[src/rtl/fir_pkg.sv]
// Shared types and helpers for the FIR filter / inverse pair.
package fir_pkg;

  typedef enum logic [1:0] {
    IDLE,
    MAC,
    DIV,
    OUT
  } fsm_t;

  function automatic int fir_width_y(
    input int wx,
    input int wb,
    input int n
  );
    return wx + wb + n + 1;
  endfunction

  function automatic int fir_sat(
    input int v,
    input int w
  );
    int hi;
    int lo;
    hi = (1 << (w - 1)) - 1;
    lo = -(1 << (w - 1));
    if (v > hi) return hi;
    if (v < lo) return lo;
    return v;
  endfunction

endpackage

[src/rtl/fir_inverse_div.sv]
// Serial restoring divider: signed dividend by unsigned divisor,
// one quotient bit per cycle, quotient truncated toward zero.
module serial_div_u #(
  parameter int WIDTH_ACC = 14,
  parameter int WIDTH_B   = 4
) (
  input  logic                        clk,
  input  logic                        rst,
  input  logic                        start,
  input  logic signed [WIDTH_ACC-1:0] dividend,
  input  logic        [WIDTH_B-1:0]   divisor,
  output logic                        done,
  output logic signed [WIDTH_ACC:0]   quotient,
  output logic                        remainder_nz
);

  localparam int CW = $clog2(WIDTH_ACC + 1);

  logic [WIDTH_ACC-1:0] q;
  logic [WIDTH_B-1:0]   r;
  logic [WIDTH_B-1:0]   d;
  logic                 neg;
  logic                 busy;
  logic [CW-1:0]        cnt;
  logic [WIDTH_B:0]     t;

  assign t = {r, q[WIDTH_ACC-1]};

  always_ff @(posedge clk) begin
    if (rst) begin
      q    <= '0;
      r    <= '0;
      d    <= '0;
      neg  <= 1'b0;
      busy <= 1'b0;
      cnt  <= '0;
    end else if (start) begin
      q    <= dividend[WIDTH_ACC-1] ? $unsigned(-dividend)
                                    : $unsigned(dividend);
      r    <= '0;
      d    <= divisor;
      neg  <= dividend[WIDTH_ACC-1];
      busy <= 1'b1;
      cnt  <= '0;
    end else if (busy && cnt != CW'(WIDTH_ACC)) begin
      if (t >= {1'b0, d}) begin
        r <= WIDTH_B'(t - {1'b0, d});
        q <= {q[WIDTH_ACC-2:0], 1'b1};
      end else begin
        r <= t[WIDTH_B-1:0];
        q <= {q[WIDTH_ACC-2:0], 1'b0};
      end
      cnt <= cnt + 1'b1;
    end
  end

  assign done         = busy && (cnt == CW'(WIDTH_ACC));
  assign quotient     = neg ? -$signed({1'b0, q}) : $signed({1'b0, q});
  assign remainder_nz = |r;

endmodule

[src/rtl/fir_inverse.sv]
// Inverse FIR: recovers x from y by serial MAC then serial divide.
// FIR_INV_DIV_SKIP_EN bypasses the divider when B[0] == 1.
module fir_inverse
  import fir_pkg::*;
#(
  parameter int N       = 3,
  parameter int WIDTH_X = 4,
  parameter int WIDTH_B = 4,
  parameter int WIDTH_Y = fir_width_y(WIDTH_X, WIDTH_B, N),
  parameter logic [WIDTH_B-1:0] B [N+1] = '{4'd1, 4'd2, 4'd3, 4'd4}
) (
  input  logic                      clk,
  input  logic                      rst,
  input  logic signed [WIDTH_Y-1:0] y,
  input  logic                      y_valid,
  output logic                      y_ready,
  output logic signed [WIDTH_X-1:0] x,
  output logic                      x_valid,
  input  logic                      x_ready,
  output logic                      err
);

  localparam int WACC = WIDTH_Y + 2;
  localparam int WQ   = WACC + 1;
  localparam int KW   = $clog2(N + 1);

`ifdef FIR_INV_DIV_SKIP_EN
  localparam bit SKIP = (B[0] == WIDTH_B'(1));
`else
  localparam bit SKIP = 1'b0;
`endif

  if (B[0] == '0) begin : g_b0_zero
    $error("fir_inverse: B[0] must be nonzero");
  end

  fsm_t                      state;
  logic [KW-1:0]             k;
  logic signed [WACC-1:0]    acc;
  logic signed [WIDTH_X-1:0] hist [1:N];

  logic signed [WACC-1:0] hx;
  logic signed [WACC-1:0] bx;
  logic signed [WACC-1:0] acc_nxt;
  logic                   div_start;
  logic                   div_done;
  logic signed [WQ-1:0]   div_q;
  logic                   div_rnz;
  logic signed [WQ-1:0]   qv;
  logic                   fin;
  logic                   rnz;
  int                     sat_v;
  logic                   satd;

  always_comb begin
    hx      = WACC'(hist[k]);
    bx      = $signed(WACC'(B[k]));
    acc_nxt = acc - hx * bx;
  end

  // The divider latches the final accumulator on the last MAC edge.
  assign div_start = (state == MAC) && (k == KW'(N));

  serial_div_u #(
    .WIDTH_ACC(WACC),
    .WIDTH_B  (WIDTH_B)
  ) u_div (
    .clk         (clk),
    .rst         (rst),
    .start       (div_start),
    .dividend    (acc_nxt),
    .divisor     (B[0]),
    .done        (div_done),
    .quotient    (div_q),
    .remainder_nz(div_rnz)
  );

  always_comb begin
    qv    = SKIP ? WQ'(acc) : div_q;
    fin   = SKIP ? 1'b1 : div_done;
    rnz   = SKIP ? 1'b0 : div_rnz;
    sat_v = fir_sat(int'(qv), WIDTH_X);
    satd  = (sat_v != int'(qv));
  end

  always_ff @(posedge clk) begin
    if (rst) begin
      state   <= IDLE;
      y_ready <= 1'b1;
      x_valid <= 1'b0;
      x       <= '0;
      err     <= 1'b0;
      acc     <= '0;
      k       <= '0;
      for (int i = 1; i <= N; i++) hist[i] <= '0;
    end else begin
      unique case (state)
        IDLE: if (y_valid) begin
          acc     <= WACC'(y);
          k       <= KW'(1);
          y_ready <= 1'b0;
          state   <= MAC;
        end
        MAC: begin
          acc <= acc_nxt;
          if (k == KW'(N)) state <= DIV;
          else k <= k + 1'b1;
        end
        DIV: if (fin) begin
          x       <= WIDTH_X'(sat_v);
          err     <= rnz | satd;
          hist[1] <= WIDTH_X'(sat_v);
          for (int i = 2; i <= N; i++) hist[i] <= hist[i-1];
          x_valid <= 1'b1;
          state   <= OUT;
        end
        OUT: if (x_ready) begin
          x_valid <= 1'b0;
          y_ready <= 1'b1;
          state   <= IDLE;
        end
        default: state <= IDLE;
      endcase
    end
  end

endmodule

[config.mk]
export PLATFORM = sky130hd
export DESIGN_NAME = fir_inverse
export DESIGN_NICKNAME = d
export VERILOG_FILES = /design/src/rtl/fir_pkg.sv /design/src/rtl/fir_inverse_div.sv /design/src/rtl/fir_inverse.sv
export SDC_FILE = /design/constraint.sdc
export NUM_CORES = 1
export LEC_CHECK = 0
export CORE_ASPECT_RATIO = 1.75
export CORE_MARGIN = 3
export CORE_UTILIZATION = 45
export DETAILED_ROUTE_END_ITERATION = 10
export GPL_ROUTABILITY_DRIVEN = 0
export HOLD_SLACK_MARGIN = 0.15
export PLACE_DENSITY = 0.59
export SLEW_MARGIN = 5
export SYNTH_ARGS = -nofsm -noshare
export SYNTH_HDL_FRONTEND = slang
export SYNTH_SLANG_ARGS = --single-unit
export TNS_END_PERCENT = 5
[constraint.sdc]
create_clock -name clk -period 8.1 [get_ports clk]
set_input_delay 0.81 -clock clk [delete_from_list [all_inputs] [get_ports clk]]
set_output_delay 0.81 -clock clk [all_outputs]
set_load 0.01 [all_outputs]
==> flow_summary.toml <==
[drt]
vias = 4583
drt_iter0_markers = 245
drt_drc_violations_left = 0
m1WireLength_um = 5120
top_layer = "met4"
routedWlPerCell_um = 17.2
wirelength_um = 13500
wl_met3_um = 563
postRouteAntennaNets = 0
met2_length_um = 7230
avgViaCountPerCell = 5.86
dr.pass1.iters = 4

[outcome]
status = "complete, no violations"

[sta]
hold_violations = 0
fin_crit_sh_pct = 66.0
fin_crit_ps = 5350
setup_viol = 0
relSlewSlack_pct = 37.0
tightest_slew_ps = 945
tns_ps = 0
max_freq_mhz = 187
grt_setup_unrepaired = "false"
finClkSkew_ps = 8.09
finalMaxSlewViolations = 0

[logic_synthesis]
ys_types = 69
synth_area_per_cell_um2 = 8.10
yosys_warnings = 0
synth.area.top_cells = "dfxtp_1 (20%), ha_1 (12%), edfxtp_1 (7.0%)"
syn_area_um2 = 5140
synth-edff-count = 12
yosysSeqAreaShare_pct = 26.9
ys.flop_type = "dfxtp_1"
synth_top_area_share_pct = 19.8
synth_largest_area_cell = "dfxtp_1"
async_flop_share_pct = 0
synth_seq_cells = 63
synth_common_cells = "nor2_1 (76), inv_1 (61), dfxtp_1 (51)"
syn_nets = 706
synthMostInstantiatedCell = "nor2_1"
syn_inst = 635

[clock_tree]
cts_inserted_buffers = 9
cts_tree = "built"
hold_buffers = 0
post_cts_buffers = 0
clk_pin_slew_worst_paths_ps = 60
cts_resized = 0
cts-root-buf = "clkbuf_16"
htree_levels = 3
clockBufferDepth = 2
insertion_delay_ps = 340
cts.sinks = 63

[floorplanning]
initial_utilization_pct = 46.1
die_width_um = 86.8
rows = 51
io_pins = 23
die_y_um = 147
core_um2 = 11200
die-area_um2 = 12800

[critical_path]
cp-end-kind = "flip-flop"
crit_end = "u_div.q[1]"
rr_endpoint = "u_div.q[1]"
cp.arrival_ps = 5600
rr_worst_depth = 15
startpoint_type = "flip-flop"
cp.required_ps = 8360
critPathKind = "reg2reg"
r2r_slack_ps = 2750
path_max_fanout = 26

[grt]
grt_start_max_net_pins = 34
antenna_found_initial = 0
grt_usage_pct = 22.5
grt_pass1_wl_um = 22700
grt_overflow = 0
grt_pass1_vias = 4674

[placement]
place_hpwl_um = 10200
portBuffers = 22

[hold_path]
hp-class = "reg2reg"

[job]
drv_cap = 0

[layout]
nFillCells = 1102
syn_to_final_growth_pct = 11.4
n_antenna_cell = 0
nets = 716
drive_gt1_share_pct = 6.31
stage by stage:
| step | area (um^2) | worst slack [ps] | util, % | hold WS [ps] | instances |
|---|---|---|---|---|---|
| 2_1_floorplan | 5140 | 3400 | - | 432 | 635 |
| 3_3_place_gp | 5460 | 2900 | 48.9 | 440 | 766 |
| 3_5_place_dp | 5460 | 2750 | 48.9 | 448 | 766 |
| 4_1_cts | 5730 | 2740 | 51.3 | 460 | 782 |
| 5_1_grt | 5730 | 2260 | 51.3 | 478 | 782 |
| 6_report | 5730 | 2750 | 51.3 | 457 | 782 |
sequential cells by signal, indices dropped and copies added (netlist names), named ones only:
signal / cells
y_ready: 1
u_div.cnt: 4
state: 2
x_valid: 1
u_div.r: 4
u_div.busy: 1
u_div.neg: 1
k: 2
u_div.q: 14
hist: 12
x: 4
acc: 14
err: 1
cell usage in the layout (no fill, tap or decap), drive strengths merged, types with 7 or more instances in the layout:
cell / count
nor2: 76
inv: 62
dfxtp: 51
ha: 50
nand2: 46
a21oi: 29
mux2i: 22
clkdlybuf4s50: 22
o21ai: 21
a211oi: 17
nor3: 17
and2: 15
xnor2: 15
o211ai: 15
nand2b: 12
nand3: 12
xor2: 12
edfxtp: 12
a21o: 9
clkbuf: 9
o21a: 8
nor4: 8
buf: 7
routing by layer:
metal | track usage [%] | vias to the layer above
li1 | - | 2296
met1 | 24.4 | 2159
met2 | 41.0 | 97
met3 | 3.46 | 31
met4 | 11.3 | 0
met5 | 0 | -
worst min-delay path by stage:
stage	slack (ps)	end	cells past startpoint	from
detailed placement	450	x[2]	1	x[2]
CTS	460	acc[0]	2	acc[0]
finish	460	x[2]	1	x[2]
floorplan	430	acc[0]	2	acc[0]
global placement	440	x[1]	1	x[1]
global route	480	acc[0]	2	acc[0]
cells by family (layout without fill, tap and decap cells):
kind of cell,Yosys count,count (layout),synth area share [%]
DFF,63,63,26.9
xor gates and xnor gates,27,27,4.60
and+or+nand+nor,219,219,21.2
buffers and inverters,91,106,6.86
AOI/OAI and AO/OA,155,155,21.5
muxes,25,25,4.94
adders and majority gates,55,55,14.1
critical path: stages, from the launching register on:
cell,delay (ps)
dfxtp_1,430
mux2_2,360
mux2i_1,420
nor2_1,100
ha_1,340
fa_1,490
fa_1,430
inv_1,60
ha_1,270
nand4_1,290
a2111o_1,460
a211o_1,280
nand3_1,80
nor3b_4,780
mux2i_1,170
a311oi_1,280
layout make-up:
type                    count  area, um^2  area share (%)
multi-input cells         481        3410            59.5
clock inverters             7        48.8           0.851
well taps                 132         165            2.88
clock buffers               9         225            3.93
repair buffers             29         273            4.76
flip-flops and latches     63        1380            24.1
inverters                  61         229            3.99
Power is left out: the tool's default activity adds up to more than one toggle a clock period on the data nets, which glitch-free logic cannot reach.
